## src/rtl/sw_array_feeder.sv

```systemverilog
// sw_array_feeder: source end of the Smith-Waterman PE chain.
// Loads the short read one base per PE, then streams reference bases into PE0 and drains.
`default_nettype none

module sw_array_feeder #(
    parameter int NUM_PE  = 6,
    parameter int WIDTH   = 10,
    parameter int V_BOUND = 0,
    parameter int F_BOUND = 0,
    parameter int CNT_W   = 16
) (
    input  logic              clk,
    input  logic              rst,
    input  logic              start,
    input  logic [1:0]        read_base,
    input  logic              read_valid,
    output logic              read_ready,
    input  logic [1:0]        ref_base,
    input  logic              ref_valid,
    input  logic              ref_last,
    output logic              ref_ready,
    output logic [1:0]        S_out,
    output logic [NUM_PE-1:0] store_S,
    output logic [1:0]        T_out,
    output logic              init_out,
    output logic [WIDTH-1:0]  V_out,
    output logic [WIDTH-1:0]  F_out,
    output logic              busy,
    output logic              done,
    output logic              err_underrun,
    output logic [CNT_W-1:0]  ref_count
);

    localparam int IDX_W  = (NUM_PE > 1) ? $clog2(NUM_PE) : 1;
    localparam int DCNT_W = $clog2(NUM_PE + 1);

    localparam logic [1:0] ST_IDLE   = 2'd0;
    localparam logic [1:0] ST_LOAD   = 2'd1;
    localparam logic [1:0] ST_STREAM = 2'd2;
    localparam logic [1:0] ST_DRAIN  = 2'd3;

    localparam logic [IDX_W-1:0]  LAST_IDX   = IDX_W'(NUM_PE - 1);
    localparam logic [DCNT_W-1:0] DRAIN_INIT = DCNT_W'(NUM_PE);
    localparam logic [NUM_PE-1:0] ONE_HOT0   = NUM_PE'(1);

    logic [1:0]        state, state_nx;
    logic [IDX_W-1:0]  load_idx, load_idx_nx;
    logic [DCNT_W-1:0] drain_cnt, drain_cnt_nx;

    logic              read_ready_nx, ref_ready_nx, init_nx, busy_nx, done_nx, err_nx;
    logic [1:0]        S_nx, T_nx;
    logic [NUM_PE-1:0] store_nx;
    logic [CNT_W-1:0]  ref_count_nx;

    logic read_acc, ref_acc;

    // The ready flags are only ever high in their own state, so they qualify the handshakes.
    assign read_acc = read_valid && read_ready;
    assign ref_acc  = ref_valid && ref_ready;

    assign V_out = WIDTH'(V_BOUND);
    assign F_out = WIDTH'(F_BOUND);

    always_ff @(posedge clk or negedge rst) begin
        if (!rst) begin
            state <= ST_IDLE;
        end else begin
            state <= state_nx;
        end
    end

    always_comb begin
        state_nx = state;
        case (state)
            ST_IDLE:   if (start) state_nx = ST_LOAD;
            ST_LOAD:   if (read_acc && (load_idx == LAST_IDX)) state_nx = ST_STREAM;
            // PEs cannot stall: a missing base ends the stream just like ref_last.
            ST_STREAM: if (!ref_valid || ref_last) state_nx = ST_DRAIN;
            ST_DRAIN:  if (drain_cnt == '0) state_nx = ST_IDLE;
            default:   state_nx = ST_IDLE;
        endcase
    end

    always_comb begin
        load_idx_nx   = load_idx;
        drain_cnt_nx  = drain_cnt;
        S_nx          = S_out;
        T_nx          = T_out;
        store_nx      = '0;
        init_nx       = 1'b0;
        done_nx       = 1'b0;
        err_nx        = err_underrun;
        ref_count_nx  = ref_count;
        read_ready_nx = (state_nx == ST_LOAD);
        ref_ready_nx  = (state_nx == ST_STREAM);
        busy_nx       = (state_nx != ST_IDLE);
        case (state)
            ST_IDLE: begin
                if (start) begin
                    err_nx       = 1'b0;
                    ref_count_nx = '0;
                    load_idx_nx  = '0;
                end
            end
            ST_LOAD: begin
                if (read_acc) begin
                    S_nx        = read_base;
                    store_nx    = ONE_HOT0 << load_idx;
                    load_idx_nx = load_idx + 1'b1;
                end
            end
            ST_STREAM: begin
                if (ref_acc) begin
                    T_nx    = ref_base;
                    init_nx = 1'b1;
                    if (ref_count != {CNT_W{1'b1}}) ref_count_nx = ref_count + 1'b1;
                    if (ref_last) drain_cnt_nx = DRAIN_INIT;
                end else begin
                    err_nx       = 1'b1;
                    drain_cnt_nx = DRAIN_INIT;
                end
            end
            ST_DRAIN: begin
                if (drain_cnt == '0) begin
                    done_nx = 1'b1;
                end else begin
                    drain_cnt_nx = drain_cnt - 1'b1;
                end
            end
            default: ;
        endcase
    end

    always_ff @(posedge clk or negedge rst) begin
        if (!rst) begin
            load_idx     <= '0;
            drain_cnt    <= '0;
            S_out        <= '0;
            T_out        <= '0;
            store_S      <= '0;
            init_out     <= 1'b0;
            done         <= 1'b0;
            err_underrun <= 1'b0;
            ref_count    <= '0;
            read_ready   <= 1'b0;
            ref_ready    <= 1'b0;
            busy         <= 1'b0;
        end else begin
            load_idx     <= load_idx_nx;
            drain_cnt    <= drain_cnt_nx;
            S_out        <= S_nx;
            T_out        <= T_nx;
            store_S      <= store_nx;
            init_out     <= init_nx;
            done         <= done_nx;
            err_underrun <= err_nx;
            ref_count    <= ref_count_nx;
            read_ready   <= read_ready_nx;
            ref_ready    <= ref_ready_nx;
            busy         <= busy_nx;
        end
    end

endmodule

`default_nettype wire

```

## config.mk

```make
export PLATFORM = sky130hd
export DESIGN_NAME = sw_array_feeder
export DESIGN_NICKNAME = d
export VERILOG_FILES = /design/src/rtl/sw_array_feeder.sv
export SDC_FILE = /design/constraint.sdc
export NUM_CORES = 1
export LEC_CHECK = 0
export CORE_ASPECT_RATIO = 1.25
export CORE_UTILIZATION = 48
export DETAILED_ROUTE_END_ITERATION = 8
export PLACE_DENSITY = 0.85
export SYNTH_ARGS = -nofsm -noshare
export SYNTH_HDL_FRONTEND = slang
export SYNTH_SLANG_ARGS = --single-unit
export TNS_END_PERCENT = 20
```

## constraint.sdc

```tcl
create_clock -name clk -period 1.9 [get_ports clk]
set_input_delay 0.57 -clock clk [delete_from_list [all_inputs] [get_ports clk]]
set_output_delay 0.57 -clock clk [all_outputs]
set_load 0.01 [all_outputs]
```

=== Yosys cells after proc, flatten, opt, wreduce, memory -nomap -nowiden ===
Index checks and enable logic that the tools add are counted.

* Bits in registers: 40
* Input bits: 10
* Logic and storage cells: 73
* Output and inout bits: 52

* Mux-type cells: 25
* Add/sub/neg operators: 3
* Shift operators: 1
* Equality and inequality tests: 14
* Reduce and logical (&&, ||, !) cells: 17

{| class="wikitable"
|+ Operators with widths
! cell !! count
|-
| $mux W16 || 3
|-
| $pmux W16 S2 || 1
|-
| $add A16 B1 Y16 const B || 1
|-
| $ne A16 B16 Y1 const B || 1
|-
| $mux W3 || 5
|-
| $mux W6 || 2
|-
| $ne A2 B2 Y1 const B || 6
|-
| $pmux W3 S2 || 2
|-
| $reduce_and A3 Y1 || 3
|-
| $mux W2 || 4
|-
| $pmux W2 S4 || 1
|-
| $reduce_bool A2 Y1 || 4
|-
| $eq A2 B2 Y1 const B || 3
|-
| $mux W1 || 6
|-
| $shl A1 B3 Y6 const A || 1
|-
| $eq A2 B1 Y1 const B || 2
|-
| $reduce_and A2 Y1 || 2
|-
| $reduce_and A4 Y1 || 1
|-
| $add A3 B1 Y3 const B || 1
|-
| $eq A3 B3 Y1 const B || 1
|-
| $logic_and A1 B1 Y1 || 3
|-
| $logic_not A3 Y1 || 1
|-
| $ne A3 B3 Y1 const B || 1
|-
| $sub A3 B1 Y3 const B || 1
|-
| 4 further kinds || 4
|}

=== Logic depth before layout (Yosys ltp) ===
Gate-level depths: netlist (run 1).

* Depth in word-level cells: 5
* Mapped depth: 6
* Depth with buffers taken out: 6

=== Worst setup path after synthesis (run 1) ===
No wires, ideal clock.

* Path type: in2reg
* From: input start
* To: register ref_count[12]
* Library setup time: 127 ps
* Data required time: 1,773 ps
* Arrival time: 1,549 ps
* Cell stages on the path: 4
* Path buffers: 1
* Slack: 225 ps
* Cell sequence: or3b_1 buf_6 o21a_4 a221o_2

* Cells in the longest elaborated chain, start to end: 2

{| class="wikitable"
|+ Ends and longest elaborated chain
! what !! line !! RTL
|-
| from (decl) || 14 || <nowiki>input logic start,</nowiki>
|-
| $ne A2 B2 Y1 (no line) || - ||
|-
| $reduce_and A4 Y1 (no line) || - ||
|-
| to (signal assigned) || 157 || <nowiki>ref_count <= ref_count_nx;</nowiki>
|-
| to (decl) || 31 || <nowiki>output logic [CNT_W-1:0] ref_count</nowiki>
|}

No other way between the ends.
A chain may end at the register's enable or synchronous reset.

=== Final worst setup path (run 1) ===
* From: register ref_count[2]
* To: output ref_count[2]

No word-level cell between the ends.

==> impl_metrics.tcl, run 1 <==
set metrics [dict create \
    outcome "completed" \
    p_leak_nw 1.51 \
    finalSetupViolCount 0 \
    p_total_mw 3.01 \
    hold_class "in -> async" \
    slowest_stage "clkdlybuf4s50_1" \
    path_buf_inv 1 \
    ant_nets 0 \
    portBuffers 41 \
    slew_headroom 0.623 \
    fin_ws_ns 0.0506 \
    finalWirelength_um 5100 \
    crit_family "buffers and inverters" \
    fmax_mhz 541 \
    cp.required_ns 1.33 \
    cp_cell_sequence "clkdlybuf4s50_1" \
    drive_above_1_share 0.210 \
    ctsHtreeMaxLevel 2 \
    die_y_um 78.5 \
    yosys_warnings 0 \
    tightest_slew_ns 0.561 \
    overflow 0 \
    hold_slack_ns 0.328 \
    synth_seq_cells 40 \
    grt_pass1_vias 1943 \
    drt-initial-drc-count 192 \
    yosysSeqAreaShare 0.446 \
    grt_max_degree 41 \
    crit_type "reg -> out" \
    cp-end-kind "output port" \
    insertion_delay_ns 0.29 \
    postPlaceCellArea_mm2 0.00282 \
    grt_pass1_wl_um 8510 \
    fillCellCount 374 \
    grt_setup_unrepaired "no" \
    clk_pin_slew_ns 0.08 \
    layout.nets 322 \
    routabilityCongestion 0.873 \
    async_reset_ff_frac 1.00 \
    synth_cell_type_count 53 \
    initial_core_util 0.503 \
    syn_avg_cell_area_um2 9.68 \
    worst_setup_path_start_kind "flip-flop" \
    synth_area_leaders "dfrtp_1 (45%), buf_4 (7.0%), ha_1 (4.5%)" \
    setup_tns_ns 0 \
    peakVddDrop_uv 698 \
    hold_viol_final 0 \
    antenna_found_initial 0 \
    syn_inst 232 \
    slew_viol_final 0 \
    cts-root-buf "clkbuf_8" \
    maxCapViolations 0 \
    fin_crit_ns 1.85 \
    power.density_mw_per_mm2 1020 \
    synth-edff-count 0 \
    cts_sinks 40 \
    num_vias 2025 \
    synthFlopType "dfrtp_1" \
    worst_ep_arrival_time_ns 1.28 \
    dp_slack_ns -0.304 \
    netlist_area_mm2 0.00224 \
    routedWlPerCell_um 14.0 \
    cts_buffers 5 \
    vias_per_cell 5.58 \
    skew_ns 0.00596 \
    drc 0 \
    core-area_mm2 0.00446 \
    synth_top_cell_by_area "dfrtp_1" \
    finalInstanceArea_mm2 0.00296 \
    rows 27 \
    antenna-diode-count 0 \
    dieArea_mm2 0.00496 \
    cts_tree "built" \
    drtPass1Iterations 4 \
    die_w_um 63.2 \
    syn_to_final_growth_pct 31.9 \
    max_stage_delay_ns 0.56 \
    cts.path.max_buffers 2 \
    pin_count 62 \
    groute.usage.overall 0.223 \
    synth_top_cell_area_share 0.446 \
    hpwl_um 3790 \
    fin_crit_sh 0.973 \
    critPathMaxFanout 7 \
]
-- synthesized netlist by cell type (5+ instances only) --
library cell / number
buf_4: 21
dfrtp_1: 40
ha_1: 8
inv_1: 16
nand2_1: 22
nand3_1: 14
nor2_1: 15
nor3_1: 7
o211ai_1: 5
o21ai_0: 16
-- metal layers --
| metal | global-route usage | vias up | wire [µm] |
|---|---|---|---|
| li1 | - | 934 | - |
| met1 | 0.246 | 987 | 1920 |
| met2 | 0.383 | 90 | 2750 |
| met3 | 0.0523 | 14 | 294 |
| met4 | 0.137 | 0 | 136 |
| met5 | 0 | - | 0 |
-- state kept, by name, indices dropped and copies added, names as in the netlist --
signal and count:
err_underrun 1, ref_count 16, load_idx 3, init_out 1
drain_cnt 3, read_ready 1, store_S 6, busy 1
T_out 2, ref_ready 1, state 2, done 1
S_out 2
-- power by group --
group | leakage (nW) | total [mW] | internal, mW | switching (mW)
Combinational | 0.945 | 1.19 | 0.602 | 0.591
Clock | 0.0510 | 0.585 | 0.290 | 0.295
Sequential | 0.513 | 1.23 | 1.05 | 0.175
-- worst paths after layout --
path                                           from                        end  depth (start not counted)  slack (ns)
max                        ref_count[2]$_DFFE_PN0P_               ref_count[2]                          1        0.05
min                                             rst  ref_count[14]$_DFFE_PN0P_                          2        0.33
max reg2reg                ref_count[0]$_DFFE_PN0P_   ref_count[1]$_DFFE_PN0P_                          6        0.08
min reg2reg                drain_cnt[0]$_DFFE_PN0P_   drain_cnt[0]$_DFFE_PN0P_                          1        0.49
max in group asynchronous                       rst        ref_ready$_DFF_PN0_                          2        1.21
min in group clk           drain_cnt[0]$_DFFE_PN0P_   drain_cnt[0]$_DFFE_PN0P_                          1        0.49
-- cell usage in the layout, fill, tap and decap left out, types with 3 or more instances in the layout --
master,count
dfrtp_2,7
dfrtp_1,33
conb_1,20
nor3_1,7
or4_1,3
a21o_1,3
clkdlybuf4s50_1,31
o21ai_0,16
and2_1,4
nor2_1,15
a31oi_1,4
dlymetal6s2s_1,6
dlygate4sd2_1,3
o211ai_1,5
inv_1,16
ha_1,8
clkbuf_8,6
buf_4,32
nand3_1,14
nand2_1,22
-- cell type report --
class,count,area [µm²],share of cell area
clock buffers,6,82.6,0.0279
clock inverters,2,10.0,0.00338
repair buffers,73,657,0.222
well taps,58,72.6,0.0245
multi-input cells,168,1070,0.361
flip-flops and latches,40,1010,0.341
inverters,16,60.1,0.0203
-- stage by stage --
step                utilization  std cells
floorplan                     -        251
global placement          0.632        352
detailed placement        0.632        352
CTS                       0.654        361
global route              0.664        363
finish                    0.664        363
-- kinds of logic (layout without fill, tap and decap cells) --
| logic type | count (synthesis) | count (layout) | synth area share |
|---|---|---|---|
| adder cells (fa/ha/maj) | 8 | 8 | 0.0446 |
| flip-flops | 40 | 40 | 0.446 |
| multiplexers | 2 | 2 | 0.0100 |
| other | 1 | 20 | 0.00167 |
| AO/OA/AOI/OAI | 50 | 50 | 0.158 |
| AND/OR/NAND/NOR | 88 | 88 | 0.226 |
| buffers and inverters | 43 | 97 | 0.114 |
-- repair_timing --
item	4_1_cts	5_1_grt
resized for setup	7	11
gates cloned	0	0
hold buffers	0	0
endpoints found under the setup margin	10	15
pin swaps	0	1
buffers inserted	1	2
No activity file was read; power rests on OpenSTA's default activity.
==> run 2: changes to the inputs <==
CELL_PAD_IN_SITES_DETAIL_PLACEMENT = 0   (was unset)
CELL_PAD_IN_SITES_GLOBAL_PLACEMENT = 1   (was unset)
CORE_UTILIZATION = 36   (was 48)
REMOVE_ABC_BUFFERS = 1   (was unset)
==> run 2 against run 1 <==
Clock skew shrank 0.0016 ns. Sequential power grew 4%. Sequential share of layout area is essentially flat. Wire length shrank 1.7%. Count of clock-buffer cells in the layout grew 1. Critical path depth is the same. Highest routed layer unchanged. Critical endpoint is now ref_count[10].
==> impl_metrics.tcl, run 2 (synthesis results as in run 1) <==
set metrics [dict create \
    fillCellCount 576 \
    cp_cell_sequence "clkdlybuf4s50_1" \
    ctsHtreeMaxLevel 2 \
    routedWlPerCell_um 13.2 \
    grt_setup_unrepaired "no" \
    crit_type "reg -> out" \
    drt-met1-wl_um 2110 \
    regToRegEndpoint "ref_count[2]$_DFFE_PN0P_" \
    layout.cells.non_filler 381 \
    cts_sinks 40 \
    most-common-layout-cells "clkdlybuf4s50_1 (33), dfrtp_1 (30), buf_4 (25)" \
    wl_met3_um 239 \
    hold_slack_ns 0.325 \
    cts.path.max_buffers 2 \
    maxCapViolations 0 \
    num_vias 1893 \
    peakVddDrop_uv 549 \
    highest_layer "met4" \
    clk_pin_slew_ns 0.08 \
    largest_registers "ref_count: 16 flops, store_S: 6 flops" \
    drtPass1Iterations 4 \
    p_leak_nw 1.45 \
    routabilityCongestion 0.866 \
    antenna-diode-count 0 \
    grt_pass1_wl_um 8600 \
    fin_crit_ns 1.85 \
    r2r_setup_slack_ns 0.06 \
    ant_nets 0 \
    dieArea_mm2 0.00656 \
    die_w_um 72.6 \
    fin_ws_ns 0.0459 \
    drive_above_1_share 0.201 \
    cts_tree "built" \
    syn_to_final_growth_pct 32.6 \
    path_buf_inv 1 \
    dp_slack_ns -0.287 \
    core-area_mm2 0.00590 \
    pin_count 62 \
    skew_ns 0.00436 \
    groute.usage.overall 0.167 \
    fmax_mhz 539 \
    worstRegToRegCells 6 \
    fin_crit_sh 0.976 \
    outcome "completed" \
    cts_buffers 5 \
    tightest_slew_ns 0.503 \
    multi_input_area_mm2 0.00106 \
    holdBufCountCts 0 \
    power.density_mw_per_mm2 1040 \
    cp-end-kind "output port" \
    slew_headroom 0.665 \
    cts-root-buf "clkbuf_8" \
    overflow 0 \
    insertion_delay_ns 0.29 \
    regArea_mm2 0.00101 \
    grt_pass1_vias 1870 \
    mostFrequentLayoutCell "clkdlybuf4s50_1" \
    drt-initial-drc-count 82 \
    vias_per_cell 4.97 \
    drc 0 \
    max_stage_delay_ns 0.55 \
    finalWirelength_um 5010 \
    largest_reg_flops 16 \
    hold_viol_final 0 \
    slowest_stage "clkdlybuf4s50_1" \
    met2_length_um 2560 \
    cp.required_ns 1.33 \
    grt_max_degree 41 \
    crit_family "buffers and inverters" \
    layout.nets 316 \
    hold_class "in -> async" \
    hpwl_um 3730 \
    dp_cells 372 \
    initial_core_util 0.381 \
    antenna_found_initial 0 \
    slew_viol_final 0 \
    worst_setup_path_start_kind "flip-flop" \
    finalSetupViolCount 0 \
    r2r_start "ref_count[1]$_DFFE_PN0P_" \
    worst_ep_arrival_time_ns 1.28 \
    die_y_um 90.3 \
    critPathMaxFanout 8 \
    portBuffers 41 \
    rows 31 \
    regMostFlops "ref_count" \
]
run 2: cell count changes in the layout (fill, tap and decap cells not counted), sizes merged:
| cell | previous run | this run |
|---|---|---|
| clkinv | 2 | 0 |
| clkdlybuf4s50 | 31 | 33 |
| dlymetal6s2s | 6 | 4 |
| bufinv | 0 | 1 |
| buf | 33 | 27 |
| clkbuf | 6 | 7 |
run 2: final cells by class:
type                            count  area share
Clock buffer                        7      0.0324
Clock inverter                      1      0.0101
Multi-Input combinational cell    168       0.357
Sequential cell                    40       0.341
Inverter                           16      0.0202
Timing Repair Buffer               67       0.205
Tap cell                           82      0.0345
run 2: how the worst max path moves through the flow:
stage / from / end / slack, ns / cells after the start
after detailed placement: start / ref_count[2]$_DFFE_PN0P_ / -0.29 / 6
after CTS: ref_count[13]$_DFFE_PN0P_ / ref_count[13] / 0.0009 / 1
final: ref_count[10]$_DFFE_PN0P_ / ref_count[10] / 0.05 / 1
after global routing: start / ref_count[2]$_DFFE_PN0P_ / 0.003 / 6
after floorplan: start / ref_count[12]$_DFFE_PN0P_ / 0.19 / 3
after global placement: start / ref_count[2]$_DFFE_PN0P_ / -0.29 / 6
run 2: timing repair:
action / 4_1_cts / 5_1_grt
setup endpoints to repair: 8 / 10
buffers inserted: 0 / 1
resized for setup: 10 / 9
run 2: stage by stage:
step | setup TNS (ns) | utilization | area [µm²] | power, mW
finish | 0 | 0.505 | 2980 | 3.11
global route | 0 | 0.505 | 2980 | 3.32
CTS | 0 | 0.500 | 2950 | 3.14
detailed placement | -3.32 | 0.478 | 2820 | 2.38
global placement | -3.35 | 0.478 | 2820 | 2.36
floorplan | 0 | - | 2120 | 1.82
run 2: report_power, final:
group          switching, mW  leakage, nW  internal [mW]
Clock                  0.297       0.0645          0.464
Sequential             0.227        0.508           1.06
Combinational          0.511        0.877          0.551
Total                   1.03         1.45           2.07
run 2: per-layer routing:
metal	vias to the layer above	global-route usage
met5	-	0
met4	0	0.0931
met3	10	0.0290
met2	47	0.276
met1	917	0.201
li1	919	-
==> run 3: changes to the inputs <==
--- a/constraint.sdc
+++ b/constraint.sdc
@@ -3,2 +3,2 @@
 set_output_delay 0.57 -clock clk [all_outputs]
-set_load 0.01 [all_outputs]
+set_load 0.1 [all_outputs]
==> run 3 against run 2 <==
Hold slack barely moved. Cell count rose by 2.9%. First-iteration DRC count fell by 1.2%. Design area rose by 12%. Via count rose by 2.6%. Combinational power rose by 130%. Core utilization rose by 6.0 points. Register-to-register slack improved by 0.05 ns.
==> impl_metrics.tcl, run 3 (synthesis results as in run 1) <==
set metrics [dict create \
    most-common-layout-cells "dfrtp_1 (40), buf_4 (37), buf_12 (32)" \
    cts-root-buf "clkbuf_8" \
    layout.cells.non_filler 392 \
    cts.path.max_buffers 2 \
    crit_family "simple AND/OR/NAND/NOR gates" \
    cts_sinks 40 \
    insertion_delay_ns 0.29 \
    hold_slack_ns 0.325 \
    peakVddDrop_uv 1020 \
    p_leak_nw 1.59 \
    routedWlPerCell_um 13.3 \
    dp_cells 381 \
    drive_above_1_share 0.300 \
    die_y_um 90.3 \
    cp-end-kind "flip-flop" \
    fin_crit_sh 0.971 \
    largest_reg_flops 16 \
    rows 31 \
    largest_registers "ref_count: 16 flops, store_S: 6 flops" \
    worst_setup_path_start_kind "primary input" \
    skew_ns 0.00867 \
    ant_nets 0 \
    grt_pass1_vias 1855 \
    path_buf_inv 2 \
    pin_count 62 \
    num_vias 1942 \
    antenna-diode-count 0 \
    regMostFlops "ref_count" \
    power.density_mw_per_mm2 1300 \
    portBuffers 41 \
    grt_max_degree 41 \
    outcome "completed" \
    critPathMaxFanout 6 \
    initial_core_util 0.381 \
    finalSetupViolCount 0 \
    groute.usage.overall 0.167 \
    slew_viol_final 0 \
    syn_to_final_growth_pct 48.3 \
    postPlaceCellArea_mm2 0.00320 \
    fmax_mhz 542 \
    mostFrequentLayoutCell "dfrtp_1" \
    grt_setup_unrepaired "no" \
    overflow 0 \
    clk_pin_slew_ns 0.08 \
    dieArea_mm2 0.00656 \
    routabilityCongestion 0.885 \
    slowest_stage "clkdlybuf4s50_1" \
    grt_pass1_wl_um 8670 \
    finalWirelength_um 5210 \
    core-area_mm2 0.00590 \
    crit_type "in -> reg" \
    drc 0 \
    layout.nets 327 \
    hpwl_um 3940 \
    die_w_um 72.6 \
    maxCapViolations 0 \
    vias_per_cell 4.95 \
    drtPass1Iterations 4 \
    worst_ep_arrival_time_ns 2.01 \
    cts_buffers 5 \
    p_total_mw 4.33 \
    drt-initial-drc-count 81 \
    cts_tree "built" \
    hold_viol_final 0 \
    fin_crit_ns 1.85 \
    setup_tns_ns 0 \
    hold_class "in -> async" \
    antenna_found_initial 0 \
    cp_cell_sequence "clkdlybuf4s50_1, or3b_4, buf_4, and3_1, a21oi_1, nand3_1" \
    max_stage_delay_ns 0.47 \
    ctsHtreeMaxLevel 2 \
    finalInstanceArea_mm2 0.00333 \
    cp.required_ns 2.07 \
]
-- run 3: worst paths after layout --
check / start / endpoint / slack (ns) / cells past startpoint
max: start / ref_count[2]$_DFFE_PN0P_ / 0.05 / 6
max in group asynchronous: rst / ref_count[15]$_DFFE_PN0P_ / 1.22 / 2
min in group clk: drain_cnt[0]$_DFFE_PN0P_ / drain_cnt[0]$_DFFE_PN0P_ / 0.49 / 1
min: rst / drain_cnt[1]$_DFFE_PN0P_ / 0.33 / 2
min reg2reg: drain_cnt[0]$_DFFE_PN0P_ / drain_cnt[0]$_DFFE_PN0P_ / 0.49 / 1
max reg2reg: ref_count[0]$_DFFE_PN0P_ / ref_count[4]$_DFFE_PN0P_ / 0.11 / 6
-- run 3: metrics by stage --
step           worst slack [ns]   util
2_1_floorplan            -0.459      -
3_3_place_gp             -0.293  0.544
3_5_place_dp             -0.289  0.544
4_1_cts                  0.0154  0.559
5_1_grt                  0.0312  0.565
6_report                 0.0548  0.565
-- run 3: repair_timing --
| action | in CTS | in global routing |
|---|---|---|
| gates resized for setup | 0 | 3 |
| hold buffers | 0 | 0 |
| setup buffers | 0 | 3 |
| endpoints found under the setup margin | 0 | 4 |
-- run 3: power breakdown --
group	leakage (nW)	switching, mW	total, mW	internal, mW
Combinational	1.02	1.59	2.45	0.861
Clock	0.0445	0.304	0.599	0.295
Sequential	0.525	0.223	1.27	1.05
-- run 3: final cells by class --
| class | instances | area (µm²) |
|---|---|---|
| clock buffers | 7 | 86.3 |
| clock inverters | 1 | 7.51 |
| fillers | 545 | 2570 |
| inverters | 16 | 60.1 |
| multi-input cells | 168 | 1060 |
| flip-flops and latches | 40 | 1000 |
| well taps | 82 | 103 |
| repair buffers | 78 | 1010 |
-- run 3: routing by layer --
metal / GRT usage / wire, µm / vias to the layer above
met3: 0.0357 / 239 / 2
li1: - / - / 945
met1: 0.202 / 2120 / 938
met5: 0 / 0 / -
met2: 0.294 / 2840 / 57
met4: 0.0441 / 17 / 0
